**src/rtl/mlp_eval_scheduler.sv**
```systemverilog
// -----------------------------------------------------------------------------
// mlp_eval_scheduler
//
// Sequences one evaluation run of an MLP classifier over NUM_CASES test
// samples. For every sample it issues H_STEPS hidden-layer steps and then
// O_STEPS output-layer steps to the datapath. Each step is a req/ack
// handshake. After the last step it waits for the argmax result and scores
// it against the reference label. When the last sample has been scored it
// emits a one-cycle done pulse.
//
// Optional feature:
//   MLP_SCHED_TIMEOUT_EN - when defined, an 8-bit watchdog guards each step.
//                          A step that is not acknowledged in time ends the
//                          run and raises the sticky err flag. When it is
//                          undefined, the block waits indefinitely for
//                          step_ack and err is tied low.
//
// Ports:
//   clk          in   1       rising-edge clock
//   rst          in   1       asynchronous, active-high reset
//   start        in   1       level; only sampled in IDLE
//   abort        in   1       synchronous abort of a run in progress
//   step_req     out  1       request to the datapath to run the current step
//   step_ack     in   1       datapath has completed the requested step
//   layer_sel    out  3       current step index (0 outside a step)
//   bank_en      out  32      neuron-register load enables for the step
//   sample_addr  out  ADDR_W  current test-sample address
//   pred_valid   in   1       argmax result valid
//   pred_label   in   4       predicted class
//   true_label   in   4       reference class for sample_addr
//   correct_cnt  out  ADDR_W  correctly classified samples (saturating)
//   busy         out  1       high in every state except IDLE
//   done         out  1       one-cycle pulse at the end of a run
//   err          out  1       sticky step-timeout flag
// -----------------------------------------------------------------------------
module mlp_eval_scheduler #(
    parameter int NUM_CASES = 750,
    parameter int ADDR_W    = 10,
    parameter int H_STEPS   = 4,
    parameter int O_STEPS   = 2
) (
    input  logic              clk,
    input  logic              rst,
    input  logic              start,
    input  logic              abort,
    output logic              step_req,
    input  logic              step_ack,
    output logic [2:0]        layer_sel,
    output logic [31:0]       bank_en,
    output logic [ADDR_W-1:0] sample_addr,
    input  logic              pred_valid,
    input  logic [3:0]        pred_label,
    input  logic [3:0]        true_label,
    output logic [ADDR_W-1:0] correct_cnt,
    output logic              busy,
    output logic              done,
    output logic              err
);

    // -------------------------------------------------------------------------
    // Derived constants
    // -------------------------------------------------------------------------
    localparam int              TOTAL_STEPS = H_STEPS + O_STEPS;
    localparam logic [2:0]      LAST_STEP   = 3'(TOTAL_STEPS - 1);
    localparam logic [2:0]      H_STEPS_W   = 3'(H_STEPS);
    localparam logic [2:0]      LAST_OUT    = 3'(O_STEPS - 1);
    localparam logic [ADDR_W-1:0] LAST_ADDR = ADDR_W'(NUM_CASES - 1);
    localparam logic [ADDR_W-1:0] CNT_MAX   = '1;

    // The output layer has 10 neurons. Every output step but the last loads a
    // full byte of registers. The last step loads only the neurons that are
    // left over, clamped to the range of one byte.
    localparam int LAST_BITS_RAW = 10 - 8 * (O_STEPS - 1);
    localparam int LAST_BITS     = (LAST_BITS_RAW > 8) ? 8 :
                                   ((LAST_BITS_RAW < 0) ? 0 : LAST_BITS_RAW);
    localparam logic [7:0] LAST_BYTE = 8'((16'd1 << LAST_BITS) - 16'd1);

    typedef enum logic [2:0] {
        IDLE,
        ISSUE,
        WAIT_ACK,
        SCORE,
        NEXT,
        FINISH
    } state_t;

    state_t              state, state_next;
    logic [2:0]          step_cnt, step_next;
    logic [ADDR_W-1:0]   addr_next;
    logic [ADDR_W-1:0]   cnt_next;
    logic                timeout;
    logic                in_step;

    // Load-enable pattern for step k. Hidden steps walk a byte-wide window
    // across the word. Output steps restart at byte 0, and the final output
    // step enables only the remaining output neurons.
    function automatic logic [31:0] step_mask(input logic [2:0] k);
        logic [2:0]  j;
        logic [31:0] mask;
        j = k - H_STEPS_W;
        if (k < H_STEPS_W) begin
            mask = 32'h0000_00FF << {k, 3'b000};
        end else if (j == LAST_OUT) begin
            mask = {24'd0, LAST_BYTE} << {j, 3'b000};
        end else begin
            mask = 32'h0000_00FF << {j, 3'b000};
        end
        return mask;
    endfunction

    // -------------------------------------------------------------------------
    // State and counter registers
    // -------------------------------------------------------------------------
    // NOTE: sequential state uses non-blocking assignments only. Every flop is
    // reset here, so reset returns the block to IDLE with zeroed counters.
    always_ff @(posedge clk or posedge rst) begin
        if (rst) begin
            state       <= IDLE;
            step_cnt    <= '0;
            sample_addr <= '0;
            correct_cnt <= '0;
        end else begin
            state       <= state_next;
            step_cnt    <= step_next;
            sample_addr <= addr_next;
            correct_cnt <= cnt_next;
        end
    end

    // -------------------------------------------------------------------------
    // Next-state logic and outputs
    // -------------------------------------------------------------------------
    // NOTE: every signal driven here gets a default first. A path that does
    // not assign a signal would otherwise infer a latch.
    always_comb begin
        state_next = state;
        step_next  = step_cnt;
        addr_next  = sample_addr;
        cnt_next   = correct_cnt;

        unique case (state)
            IDLE: begin
                if (start) begin
                    state_next = ISSUE;
                    step_next  = '0;
                    addr_next  = '0;
                    cnt_next   = '0;
                end
            end

            // An ack in the ISSUE cycle is as good as one in WAIT_ACK, so a
            // datapath that holds step_ack high completes one step per cycle.
            // Abort wins over a simultaneous ack.
            ISSUE, WAIT_ACK: begin
                if (abort) begin
                    state_next = FINISH;
                end else if (step_ack) begin
                    step_next  = step_cnt + 3'd1;
                    state_next = (step_cnt == LAST_STEP) ? SCORE : ISSUE;
                end else if (timeout) begin
                    state_next = FINISH;
                end else begin
                    state_next = WAIT_ACK;
                end
            end

            SCORE: begin
                if (abort) begin
                    state_next = FINISH;
                end else if (pred_valid) begin
                    if ((pred_label == true_label) && (correct_cnt != CNT_MAX)) begin
                        cnt_next = correct_cnt + 1'b1;
                    end
                    state_next = NEXT;
                end
            end

            NEXT: begin
                if (abort || (sample_addr == LAST_ADDR)) begin
                    state_next = FINISH;
                end else begin
                    addr_next  = sample_addr + 1'b1;
                    step_next  = '0;
                    state_next = ISSUE;
                end
            end

            // The block is already finishing, so abort has nothing left to
            // cut short. FINISH always lasts exactly one cycle.
            FINISH: begin
                state_next = IDLE;
            end

            default: begin
                state_next = IDLE;
            end
        endcase
    end

    // Outputs are decoded from the registered state only. They therefore fall
    // to zero together with the state when an asynchronous reset occurs.
    assign in_step   = (state == ISSUE) || (state == WAIT_ACK);
    assign step_req  = in_step;
    assign layer_sel = in_step ? step_cnt : 3'd0;
    assign bank_en   = in_step ? step_mask(step_cnt) : 32'd0;
    assign busy      = (state != IDLE);
    assign done      = (state == FINISH);

    // -------------------------------------------------------------------------
    // Step watchdog
    // -------------------------------------------------------------------------
`ifdef MLP_SCHED_TIMEOUT_EN
    logic [7:0] wdog;
    logic       err_q;

    // The watchdog is zero in ISSUE and counts every WAIT_ACK cycle. The
    // timeout fires on the WAIT_ACK cycle in which the count would reach 255.
    // FINISH therefore starts 256 cycles after the ISSUE cycle of the step
    // that stalled.
    assign timeout = (state == WAIT_ACK) && !step_ack && (wdog == 8'd254);

    always_ff @(posedge clk or posedge rst) begin
        if (rst) begin
            wdog  <= '0;
            err_q <= 1'b0;
        end else begin
            wdog <= (state == WAIT_ACK) ? wdog + 8'd1 : 8'd0;
            if ((state == IDLE) && start) begin
                err_q <= 1'b0;
            end else if (timeout && !abort) begin
                err_q <= 1'b1;
            end
        end
    end

    assign err = err_q;
`else
    assign timeout = 1'b0;
    assign err     = 1'b0;
`endif

endmodule

```
**config.mk**
```make
export PLATFORM = sky130hd
export DESIGN_NAME = mlp_eval_scheduler
export DESIGN_NICKNAME = d
export VERILOG_FILES = /design/src/rtl/mlp_eval_scheduler.sv
export SDC_FILE = /design/constraint.sdc
export NUM_CORES = 1
export LEC_CHECK = 0
export CORE_MARGIN = 4
export CORE_UTILIZATION = 37
export DETAILED_ROUTE_END_ITERATION = 7
export PLACE_DENSITY = 0.68
export RECOVER_POWER = 100
export SLEW_MARGIN = 0
export SYNTH_ARGS = -nofsm -noshare
export SYNTH_HDL_FRONTEND = slang
export SYNTH_SLANG_ARGS = --single-unit
```
**constraint.sdc**
```tcl
create_clock -name clk -period 2.6 [get_ports clk]
set_input_delay 0.78 -clock clk [delete_from_list [all_inputs] [get_ports clk]]
set_output_delay 0.78 -clock clk [all_outputs]
set_load 0.1 [all_outputs]
```
# == Yosys cells after proc, flatten, opt, wreduce, memory -nomap -nowiden ==
# Index checks and enable logic that the tools add are counted.
# totals
register_bits,26
latchBits,0
ramBits,0
n_memories,0
inputBits,14
word_cells,67
rom_bits,0
# classes
n_mux,24
magnitude_cmp,1
n_bitwise,0
n_shift,3
add_sub_neg,4
n_reduce_logical,13
eq_ne,18
mul,0
div_mod_pow,0
# op_table
op,n
$mux 32,3
$shl 8x6->32 const A,2
$mux 10,5
$pmux 10 s2,2
$shl 2x6->32 const A,1
$mux 3,10
$add 10x1->10 const B,2
$ne 2x2->1 const B,7
$pmux 3 s4,1
$eq 10x10->1 const B,1
$ne 10x10->1 const B,1
$reduce_and 5->1,2
$eq 3x3->1 const B,3
$pmux 3 s3,1
$eq 3x1->1 const B,2
$eq 3x2->1 const B,2
$reduce_bool 3->1,2
$eq 4x4->1,1
$mux 2,2
$reduce_bool 2->1,2
$add 3x1->3 const B,1
$logic_not 3->1,1
$lt 3x3->1 const B,1
$ne 3x3->1 const B,1
6 further kinds,7

# == Longest topological paths before layout ==
# depth
depth_word,6
mapped_depth,7
mapped_depth_nobuf,7

# == Worst setup path after synthesis ==
# No wires, ideal clock.
# synth_timing
kind,flip-flop to output port
from,register step_cnt[1]
to,output bank_en[11]
arrival_ns,3.310
slack_ns,-1.490
required_ns,1.820
path_buffers,1
path_stages_with_launch,6
cell_sequence,dfrtp_1 > inv_1 > ha_1 > or4_1 > a21oi_1 > buf_4
# synth_via
elab_chain_cells,5
elab_cells_between_ends,9
# synth_lines
item,line_no,source
"start, declared",88,"logic [2:0] step_cnt, step_next;"
"start signal, assigned",124,step_cnt <= step_next;
$sub 3x3->3,100,j = k - H_STEPS_W;
"$shl 8x6->32, or another cell as far along",106,"mask = 32'h0000_00FF << {j, 3'b000};"
$mux 32,103,end else if (j == LAST_OUT) begin
$mux 32 *,101,if (k < H_STEPS_W) begin
$mux 32 *,205,assign bank_en = in_step ? step_mask(step_cnt) : 32'd0;
"end, declared",49,"output logic [31:0] bank_en,"
# Every way passes the cells marked *; elsewhere a longest branch is shown, timed or not.

# == Final worst setup path ==
# layout_timing
from,register step_cnt[1]
to,output bank_en[15]
# Same word-level chain as after synthesis.

==> results.md <==
- DRC errors left: 0
- IO buf count: 71
- Iter 0 DRT Violations: 131
- Commonest non-fill, non-tap cell in the layout: buf_12
- Starting Density: 0.384
- Via count: between 1500 and 2000
- Register area: between 600 and 700 um^2
- Final setup violation count: 12
- Failing checks: setup timing
- Max-capacitance violation count: 0
- Clock Sinks: 26
- Post-Syn Area: about 0.002 mm^2
- Vias in the first global route: 1849
- Mapped Nets: 262
- Highest metal used: met4
- Synth Flop Type: dfrtp_1
- First-pass GRT wire length: 8.42 mm
- Final worst slack: -45.5 ps
- Tcrit/Tclk final: 1.02
- Vias per inst: 5.16
- Metal2 WL: approximately 2.6 mm
- GPL Wtd Cong: 0.822
- Final max-slew violation count: 0
- Clk_skew: 9.08 ps
- Mean Syn Cell Area: 8.31 um^2
- Most frequent cells in the layout: buf_12, o21ai_0, dfrtp_1, clkbuf_2, nor2_1
- Max clock buf depth: 2
- IO Count: 73
- Worst Hold Class: flop to flop
- Pre-antenna DRT Iters: 4
- Ys Warns: 0
- Initial antenna violation count: 0
- Post-synth top area share: 0.327
- P&R area growth vs syn: 51.7%
- Min cycle time layout: 2650 ps
- Setup TNS: -285 ps
- Grt ovf: 0
- Largest net degree at the start of global routing: 27
- Critical Path AT: 1870 ps
- WL per Instance: 14.3 um
- Syn Inst Count: roughly 240
- Clock transition at path regs: 80 ps
- Asr flop ratio synth: 1.00
- Post-synth top area cell: dfrtp_1
- Critical Path Fanout Max: 6
- CTS tree: yes
- # diodes: 0
- DIE AREA: 0.00661 mm^2
- Crit. End Element: output port
- Post-route met1 wirelength: 2.34 mm
- Final #Nets: ~320
- Register area share after synthesis: 0.327
- Hold_ws: ~530 ps
- Die width: approximately 81 um
- Slew margin rel.: 0.0698
- Worst R2R Path Depth: 5
- Hold Path Stages: 1
- Filler cells: 457
- Startpoint types: flop
- Synth Register Bits: 26
- Post-route ant nets: 0
- Area of the multi-input gates: 0.00112 mm^2
- Share of cells above drive strength 1: 0.348
- Die height: 81.3 um
- Clock latency on the worst-skew pair: roughly 270 ps
- Post-synth EDFFs: 0
- Worst Path Required: 1820 ps
- Core Rows: 26
- Max Fclk: 0.378 GHz
- Worst slew pin tran: 1400 ps
- Final Hold Viols: 0
- CTS Root Cell: clkbuf_8
- Area contributors post-synth: dfrtp_1, buf_4, o21ai_0
- Total Wirelength: around 5.3 mm
- Core ar.: between 0.005 and 0.006 mm^2
- RSZ-0062 raised after global routing: yes
- CTS Buf Count: 3
- Dpl hpwl: about 4.1 mm
- Synth cell types: 46
- All-Layer GR Usage: 0.159
- Post-layout util: 0.583
- H-Tree Depth: 1
- R2r setup slk: 370 ps
- CP Class: flop to output port
- Status: finished with violations
- Met3 wire len: roughly 310 um
-- worst paths after layout --
kind / from / to
max reg2reg: state[0] / sample_addr[8]
max in group asynchronous: rst / step_cnt[0]
min: correct_cnt[8] / correct_cnt[8]
max: step_cnt[1] / bank_en[15]
min reg2reg: correct_cnt[8] / correct_cnt[8]
min in group asynchronous: rst / sample_addr[7]
-- state kept, by name, indices dropped and copies added (netlist names) --
register	count
sample_addr	10
correct_cnt	10
state	3
step_cnt	3
-- logic make-up after synthesis --
group | count (synthesis) | share of synthesized area
buf+inv | 43 | 0.142
flops | 26 | 0.327
other cells | 1 | 0.00189
fa+ha+maj | 9 | 0.0567
compound gates | 59 | 0.173
xor+xnor | 8 | 0.0353
mux | 3 | 0.0170
simple gates | 90 | 0.247
-- critical path: stages, from the launching register on --
cell and delay, ps:
dfrtp_2 450, buf_6 130, or4_4 520, a21oi_4 170, buf_12 160, buf_12 180
-- per-layer routing --
metal,up-vias,GRT usage
li1,936,-
met1,900,0.207
met2,63,0.265
met5,-,0
met3,4,0.0299
met4,0,0.0456
-- synthesized netlist by cell type, types with 2 or more instances --
master	count
buf_4	28
nor2_1	27
o21ai_0	27
dfrtp_1	26
nand2_1	17
a21oi_1	13
and3_1	9
ha_1	9
inv_1	9
nand3_1	8
xor2_1	7
a31oi_1	5
nand2b_1	5
o31ai_1	5
nand4_1	4
clkbuf_1	3
mux2_2	3
and3_2	2
and4_1	2
buf_6	2
or2_2	2
or4_1	2
-- per-stage QoR --
stage | area, um^2 | setup slack [ps] | instances
after floorplan | 2280 | -333 | 239
after global placement | 3090 | 126 | 359
after detailed placement | 3090 | 90.4 | 359
after CTS | 3190 | -41.5 | 367
after global routing | 3010 | -102 | 369
final | 3010 | -45.5 | 369
-- area by class of cell --
| type | instances | area share |
|---|---|---|
| multi-input combinational | 170 | 0.371 |
| clock buffer | 4 | 0.0183 |
| tap | 70 | 0.0291 |
| inverter | 9 | 0.0120 |
| timing repair buffer | 90 | 0.353 |
| sequential | 26 | 0.217 |
-- repair_timing --
item | CTS | global route
buffers inserted | 4 | 2
hold buffers | 0 | 0
gates resized for setup | 4 | 5
pin swaps | 2 | 1
setup endpoints to repair | 24 | 26
Power is left out: the tool's default activity adds up to more than one toggle a clock period on the data nets, which glitch-free logic cannot reach.
